==> src/rtl/rle_encoder.sv <==
// rle_encoder: run-length encoder. It turns a raster pixel stream into
// (value, count) pairs. A single-entry output register sits between the
// encoder and downstream, so back-pressure stalls the pixel source without
// losing data.
//
// Ports:
//   clk, rst           clock, asynchronous active-high reset
//   start              begin a frame (sampled only in IDLE)
//   pixel_in/valid/last/ready   pixel input handshake; last marks end of frame
//   data_out/count_out/valid_out, out_ready   pair output handshake
//   busy               encoder is inside a frame (state != IDLE)
//   done               one-cycle pulse after the final pair is loaded
//   pair_count         pairs emitted in the current/last frame (wraps)
//
// State | meaning
//   IDLE  | waiting for start; pixels ignored
//   ACCUM | accepting pixels and extending/closing runs
//   FLUSH | loading the final open run once the output slot frees
//   DONE  | frame complete; raises done on the way back to IDLE
module rle_encoder #(
    parameter int DATA_W  = 8,
    parameter int COUNT_W = 8,
    parameter int MAX_RUN = 255,
    parameter int PAIRS_W = 16
) (
    input  logic               clk,
    input  logic               rst,
    input  logic               start,
    input  logic [DATA_W-1:0]  pixel_in,
    input  logic               pixel_valid,
    input  logic               pixel_last,
    output logic               pixel_ready,
    output logic [DATA_W-1:0]  data_out,
    output logic [COUNT_W-1:0] count_out,
    output logic               valid_out,
    input  logic               out_ready,
    output logic               busy,
    output logic               done,
    output logic [PAIRS_W-1:0] pair_count
);

    typedef enum logic [1:0] {
        S_IDLE  = 2'd0,
        S_ACCUM = 2'd1,
        S_FLUSH = 2'd2,
        S_DONE  = 2'd3
    } state_t;

    localparam logic [COUNT_W-1:0] MAX_RUN_C = COUNT_W'(MAX_RUN);

    state_t             state_q, state_d;
    logic [DATA_W-1:0]  run_val_q, run_val_d;
    logic [COUNT_W-1:0] run_cnt_q, run_cnt_d;
    logic [PAIRS_W-1:0] pair_count_q, pair_count_d;
    logic [DATA_W-1:0]  data_q, data_d;
    logic [COUNT_W-1:0] count_q, count_d;
    logic               valid_q, valid_d;
    logic               done_q, done_d;

    logic slot_free;
    logic accept;
    logic load;

    // The slot is usable when empty or being drained this very cycle.
    assign slot_free   = !valid_q || out_ready;
    assign pixel_ready = (state_q == S_ACCUM) && slot_free;
    assign accept      = pixel_valid && pixel_ready;

    always_comb begin
        state_d      = state_q;
        run_val_d    = run_val_q;
        run_cnt_d    = run_cnt_q;
        pair_count_d = pair_count_q;
        load         = 1'b0;
        done_d       = 1'b0;

        case (state_q)
            S_IDLE: begin
                if (start) begin
                    run_cnt_d    = '0;
                    pair_count_d = '0;
                    state_d      = S_ACCUM;
                end
            end
            S_ACCUM: begin
                if (accept) begin
                    if (run_cnt_q == '0) begin
                        run_val_d = pixel_in;
                        run_cnt_d = COUNT_W'(1);
                    end else if (pixel_in == run_val_q && run_cnt_q < MAX_RUN_C) begin
                        run_cnt_d = run_cnt_q + COUNT_W'(1);
                    end else begin
                        // Value change or full run: close the current run.
                        load         = 1'b1;
                        pair_count_d = pair_count_q + PAIRS_W'(1);
                        run_val_d    = pixel_in;
                        run_cnt_d    = COUNT_W'(1);
                    end
                    if (pixel_last) begin
                        state_d = S_FLUSH;
                    end
                end
            end
            S_FLUSH: begin
                if (slot_free) begin
                    load         = 1'b1;
                    pair_count_d = pair_count_q + PAIRS_W'(1);
                    run_cnt_d    = '0;
                    state_d      = S_DONE;
                end
            end
            S_DONE: begin
                done_d  = 1'b1;
                state_d = S_IDLE;
            end
            default: state_d = S_IDLE;
        endcase
    end

    // Output register: a load always closes the current run_val/run_cnt.
    always_comb begin
        data_d  = data_q;
        count_d = count_q;
        valid_d = valid_q;
        if (load) begin
            data_d  = run_val_q;
            count_d = run_cnt_q;
            valid_d = 1'b1;
        end else if (out_ready) begin
            valid_d = 1'b0;
        end
    end

    always_ff @(posedge clk or posedge rst) begin
        if (rst) begin
            state_q      <= S_IDLE;
            run_val_q    <= '0;
            run_cnt_q    <= '0;
            pair_count_q <= '0;
            data_q       <= '0;
            count_q      <= '0;
            valid_q      <= 1'b0;
            done_q       <= 1'b0;
        end else begin
            state_q      <= state_d;
            run_val_q    <= run_val_d;
            run_cnt_q    <= run_cnt_d;
            pair_count_q <= pair_count_d;
            data_q       <= data_d;
            count_q      <= count_d;
            valid_q      <= valid_d;
            done_q       <= done_d;
        end
    end

    assign data_out   = data_q;
    assign count_out  = count_q;
    assign valid_out  = valid_q;
    assign done       = done_q;
    assign pair_count = pair_count_q;
    assign busy       = (state_q != S_IDLE);

endmodule

==> config.mk <==
export PLATFORM = sky130hd
export DESIGN_NAME = rle_encoder
export DESIGN_NICKNAME = d
export VERILOG_FILES = /design/src/rtl/rle_encoder.sv
export SDC_FILE = /design/constraint.sdc
export NUM_CORES = 1
export LEC_CHECK = 0
export ABC_AREA = 0
export ABC_CLOCK_PERIOD_IN_PS = 3600
export BUFFER_PORTS_ARGS = -buffer_cell sky130_fd_sc_hd__buf_2
export CAP_MARGIN = 0
export CELL_PAD_IN_SITES_DETAIL_PLACEMENT = 0
export CELL_PAD_IN_SITES_GLOBAL_PLACEMENT = 1
export CORE_MARGIN = 5
export CORE_UTILIZATION = 47
export DETAILED_ROUTE_END_ITERATION = 7
export HOLD_SLACK_MARGIN = 0.02
export PLACE_DENSITY = 0.91
export SKIP_LAST_GASP = 1
export SLEW_MARGIN = 20
export SYNTH_ARGS = -nofsm -noshare
export SYNTH_HDL_FRONTEND = slang
export SYNTH_SLANG_ARGS = --single-unit
==> constraint.sdc <==
create_clock -name clk -period 3.6 [get_ports clk]
set_input_delay 0.72 -clock clk [delete_from_list [all_inputs] [get_ports clk]]
set_output_delay 0.72 -clock clk [all_outputs]
set_load 0.02 [all_outputs]
-- Word level (Yosys, flattened, before mapping)
Index checks and enable logic that the tools add are counted.
- output and inout bits: 36
- register bits after elaboration: 52
- bits of input ports: 14
- reductions and logical operators: 14
- equal/unequal tests: 11
- add/subtract/negate cells: 2
- order comparisons: 1
- mux-type cells: 27
- operators with widths (operator ; count):
    2-to-1 mux 16 bit ; 5
    2-to-1 mux 8 bit ; 7
    case mux 16 bit (3 select lines) ; 1
    case mux 8 bit (3 select lines) ; 1
    adder 16 x 1 -> 16 bit, second input constant ; 1
    != test 2 bit, second input constant ; 7
    adder 8 x 1 -> 8 bit, second input constant ; 1
    == test 8 bit ; 1
    zero test 8 bit ; 1
    less-than comparator 8 bit, second input constant ; 1
    2-to-1 mux 2 bit ; 4
    case mux 2 bit (4 select lines) ; 1
    AND reduction 4 bit ; 2
    2-to-1 mux 1 bit ; 7
    AND reduction 6 bit ; 1
    == test 2 bit, second input constant ; 2
    nonzero test 2 bit ; 2
    logical AND 1 bit ; 3
    AND reduction 3 bit ; 1
    nonzero test 3 bit ; 1
    == test 2 x 1 -> 1 bit, second input constant ; 1
    zero test 2 bit ; 1
    case mux 1 bit (2 select lines) ; 1
    zero test 1 bit ; 1
    logical OR 1 bit ; 1

-- Logic depth before layout (Yosys ltp)
- word-level depth: 7
- mapped depth: 9
- gate-level depth less buffers: 7

-- Least setup slack after synthesis
No wires, ideal clock.
- path type: input-to-reg
- start: input port pixel_in[0]
- end: register count_q[7] (netlist: count_out[7])
- arrival: 2.258 ns
- stages on the path: 6
- setup slack: 1.214 ns
- cell sequence: xnor2_1 > nand4_1 > nor3_2 > a2bb2oi_2 > buf_6 > mux2_1
- word-level cells in the longest chain between the ends: 6
- ends and longest elaborated chain (element ; line ; RTL):
    start: declaration ; 29 ; input logic [DATA_W-1:0] pixel_in,
    == test 8 bit ; 90 ; end else if (pixel_in == run_val_q && run_cnt_q < MAX_RUN_C) begin
    logical AND 1 bit ; 90 ;
    2-to-1 mux 1 bit ; 90 ;
    2-to-1 mux 1 bit ; 87 ; if (run_cnt_q == '0) begin
    2-to-1 mux 1 bit ; 86 ; if (accept) begin
    case mux 1 bit (2 select lines) ; 77 ; case (state_q)
    end signal: assignment ; 150 ; count_q <= count_d;
    end: declaration ; 56 ; logic [COUNT_W-1:0] count_q, count_d;
No other way between the ends.
A chain may end at the register's enable or synchronous reset.

-- Worst setup path after layout
- start: register state_q[0]
- end: register count_q[6] (netlist: count_out[6])
- word-level cells in the longest chain between the ends: 5
- ends and longest elaborated chain (element ; line ; RTL):
    start: declaration ; 51 ; state_t state_q, state_d;
    start signal: assignment ; 145 ; state_q <= state_d;
    == test 2 x 1 -> 1 bit ; 66, 77 ;
    logical AND 1 bit ; 66 ; assign pixel_ready = (state_q == S_ACCUM) && slot_free;
    logical AND 1 bit ; 67 ; assign accept = pixel_valid && pixel_ready;
    2-to-1 mux 1 bit ; 86 ;
    case mux 1 bit (2 select lines) * ; 77 ;
Every way passes the cells marked *; elsewhere a longest branch is shown, timed or not.

==> summary.txt <==
Timing
  • Period utilization: 0.849
  • Clock Skew: 0.0102 ns
  • Final hold vios: 0
  • Final Max Tran Viols: 0
  • Worst hold slack: 0.495 ns
  • RSZ-0062 raised after global routing: false
  • Fmax achieved: 327 MHz
  • Setup WS post-layout: 0.545 ns
  • Tmin final: 3.06 ns
  • Final setup vio count: 0
  • Setup TNS: 0 ns
  • Least-Margin Pin Slew: 0.981 ns
  • Rel. slew slack: 0.346

Route
  • Final wirelength: 6130 um
  • DRT Pass-1 Iters: 4
  • Initial DRC count: 170
  • DRT antenna net count: 0
  • Routed WL per cell: 15.3 um
  • Number of vias per cell: 5.68
  • DRC viols: 0
  • Via count: 2277

Floorplan
  • # rows: 28
  • Die Wd: 87.9 um
  • I/O pins: 50
  • Initial Utilization: 0.482
  • Total die area: 0.00772 mm2
  • Core Box Area: 0.00592 mm2
  • Die height: 87.9 um

Placed design
  • GP Congestion: 0.825
  • PortBufs: 49
  • Post-Place Worst Slack: 0.491 ns
  • Placed cells: 393
  • DP Wirelength: 4290 um

Worst setup path
  • Crit. End Element: register
  • Top delay family on crit path: compound AO/OA/AOI/OAI gates
  • Critical Path AT: 3.25 ns
  • Worst reg2reg path startpoint: state_q[0]
  • Worst Path Buf+Inv: 2
  • Critical Path Source Type: register
  • Critical path class: register to register
  • Worst-path cell chain: inv_1 -> ha_1 -> inv_1 -> a21oi_1 -> nand4_1 -> a2bb2oi_2 -> mux2_2
  • Register-to-register setup slack: 0.54 ns
  • Critical-path maximum fanout: 22
  • Worst r2r path cells: 7
  • CP peak stage delay: 0.74 ns
  • Slowest CP cell: a2bb2oi_2
  • Most used cell, CP: inv_1
  • Req. time, crit path: 3.79 ns
  • Reg2reg end: count_out[6]

Power
  • Switching Fraction: 0.454
  • Clk network pwr share: 0.133
  • Leak Pwr: 1.55 nW
  • Reg power frac: 0.370
  • NetSw: 1.15 mW
  • Comb power frac: 0.497
  • P per Cell Area: 781 mW/mm2
  • Worst vdd ir: 461 uV
  • Pint: 1.38 mW

Hold path
  • HP Start: count_out[7]
  • Min-Delay Path Class: register to register
  • Hold Path Stages: 1
  • WHS Endpoint: count_out[7]

Global routing
  • Largest net degree at the start of global routing: 53
  • Antenna violations before repair: 0
  • Total Routing Usage GR: 0.171
  • Gr ovfl total: 0
  • Number of global-route vias before repair: 2275
  • Global-route wire length before repair: 10600 um

CTS
  • H-tree lvl count: 2
  • CTS tree: yes
  • Clock transition at path regs: 0.09 ns
  • # resized after CTS: 0
  • Worst-Skew Late Latency: 0.31 ns
  • Post-CTS Repair Setup Buffers: 0
  • CTS Root Cell: clkbuf_8
  • Clk buf depth: 2
  • CTS Hold Bufs: 0
  • CTS buffer count: 5
  • CTS sink count: 52

Finish
  • Multi-input logic area: 0.00142 mm2
  • Fill cells: 546
  • Final Net Count: 347
  • Final non-filler cell total: 401
  • Final antenna diode count: 0
  • FF/Latch Area: 0.00130 mm2
  • Final Util: 0.547
  • Area Growth Syn to Fin: 13.6%
  • Share of cells above drive strength 1: 0.261

Synthesis
  • Syn_area_per_cell: 10.2 um2
  • Yosys warns: 0
  • Seq/Total Area, Yosys: 0.456
  • Register bit total from synthesis: 52
  • Yosys top cell by area: dfrtp_1
  • Async S/R FF share, synth: 1.00
  • Yosys cell types: 47
  • Commonest register cell after synthesis: dfrtp_1
  • Syn_nets: 301
  • Post-synth EDFFs: 0
  • Synth top area share: 0.456
  • Post-synthesis cell area: 0.00285 mm2
  • Largest cells by area after synthesis: dfrtp_1 46%, mux2_2 5.9%, a211o_1 3.7%
  • Most frequent cell after synthesis: dfrtp_1
  • Commonest cells in the netlist: 52 x dfrtp_1, 24 x nand2_1, 17 x inv_1, 17 x nor2_1, 15 x mux2_2
  • Cells after Synth: 279

Flow run
  • Max cap viols: 0

Run status
  • Status: completed
==> sequential cells by signal, summed over array words and instances (netlist names) <==
signal / flops
count_out: 8
data_out: 8
done: 1
pair_count: 16
run_cnt_q: 8
run_val_q: 8
state_q: 2
valid_out: 1
==> final cells by class <==
type,count,area share
clock buffer,6,0.0224
clock inverter,2,0.00502
multi-input combinational,196,0.438
tap,75,0.0290
timing repair buffer,52,0.0827
inverter,18,0.0213
sequential,52,0.402
==> metrics by stage <==
stage	area, um2	total power, mW
2_1_floorplan	2850	1.90
3_3_place_gp	3150	2.18
3_5_place_dp	3150	2.21
4_1_cts	3240	2.55
5_1_grt	3240	2.72
6_report	3240	2.53
==> cells in the final DEF (no fill, tap or decap), drive strengths merged, types with 4 or more instances in the layout <==
cell type	count
dfrtp	52
buf	52
nand2	24
mux2	24
nor2	17
inv	17
nor4	15
nand4	14
a21oi	14
a211o	12
xnor2	8
ha	8
o22ai	6
nand3	6
clkbuf	6
a31oi	5
nor3	5
nand2b	4
or3	4
==> worst max-delay path by stage <==
stage	start	to	slack (ns)	depth (start not counted)
detailed placement	state_q[0]	count_out[6]	0.49	7
finish	state_q[0]	count_out[6]	0.54	7
CTS	state_q[0]	count_out[6]	0.50	7
global route	state_q[0]	count_out[6]	0.30	7
global placement	state_q[0]	count_out[1]	0.58	7
floorplan	pixel_in[0]	count_out[7]	1.21	6
==> layer usage <==
layer	vias up	wire length, um	global-route usage
met1	1095	2930	0.239
met2	55	2880	0.275
met3	8	254	0.0301
met4	0	69	0.0488
li1	1119	-	-
met5	-	0	0
==> logic make-up after synthesis <==
group                      synth area share
AOI/OAI and AO/OA                     0.125
xor gates and xnor gates             0.0246
adders and majority gates            0.0351
buffers and inverters                0.0465
DFF                                   0.456
muxes                                 0.105
and+or+nand+nor                       0.208
==> power groups by stage <==
stage                     logic (mW)  clock network (mW)  registers, mW
final                           1.26               0.335          0.936
after global routing            1.39               0.369          0.963
after CTS                       1.27               0.346          0.934
after detailed placement        1.27                   0          0.946
after global placement          1.25                   0          0.937
after floorplan                0.865                   0           1.04
Note: power is estimated with default switching activity, not from simulation.
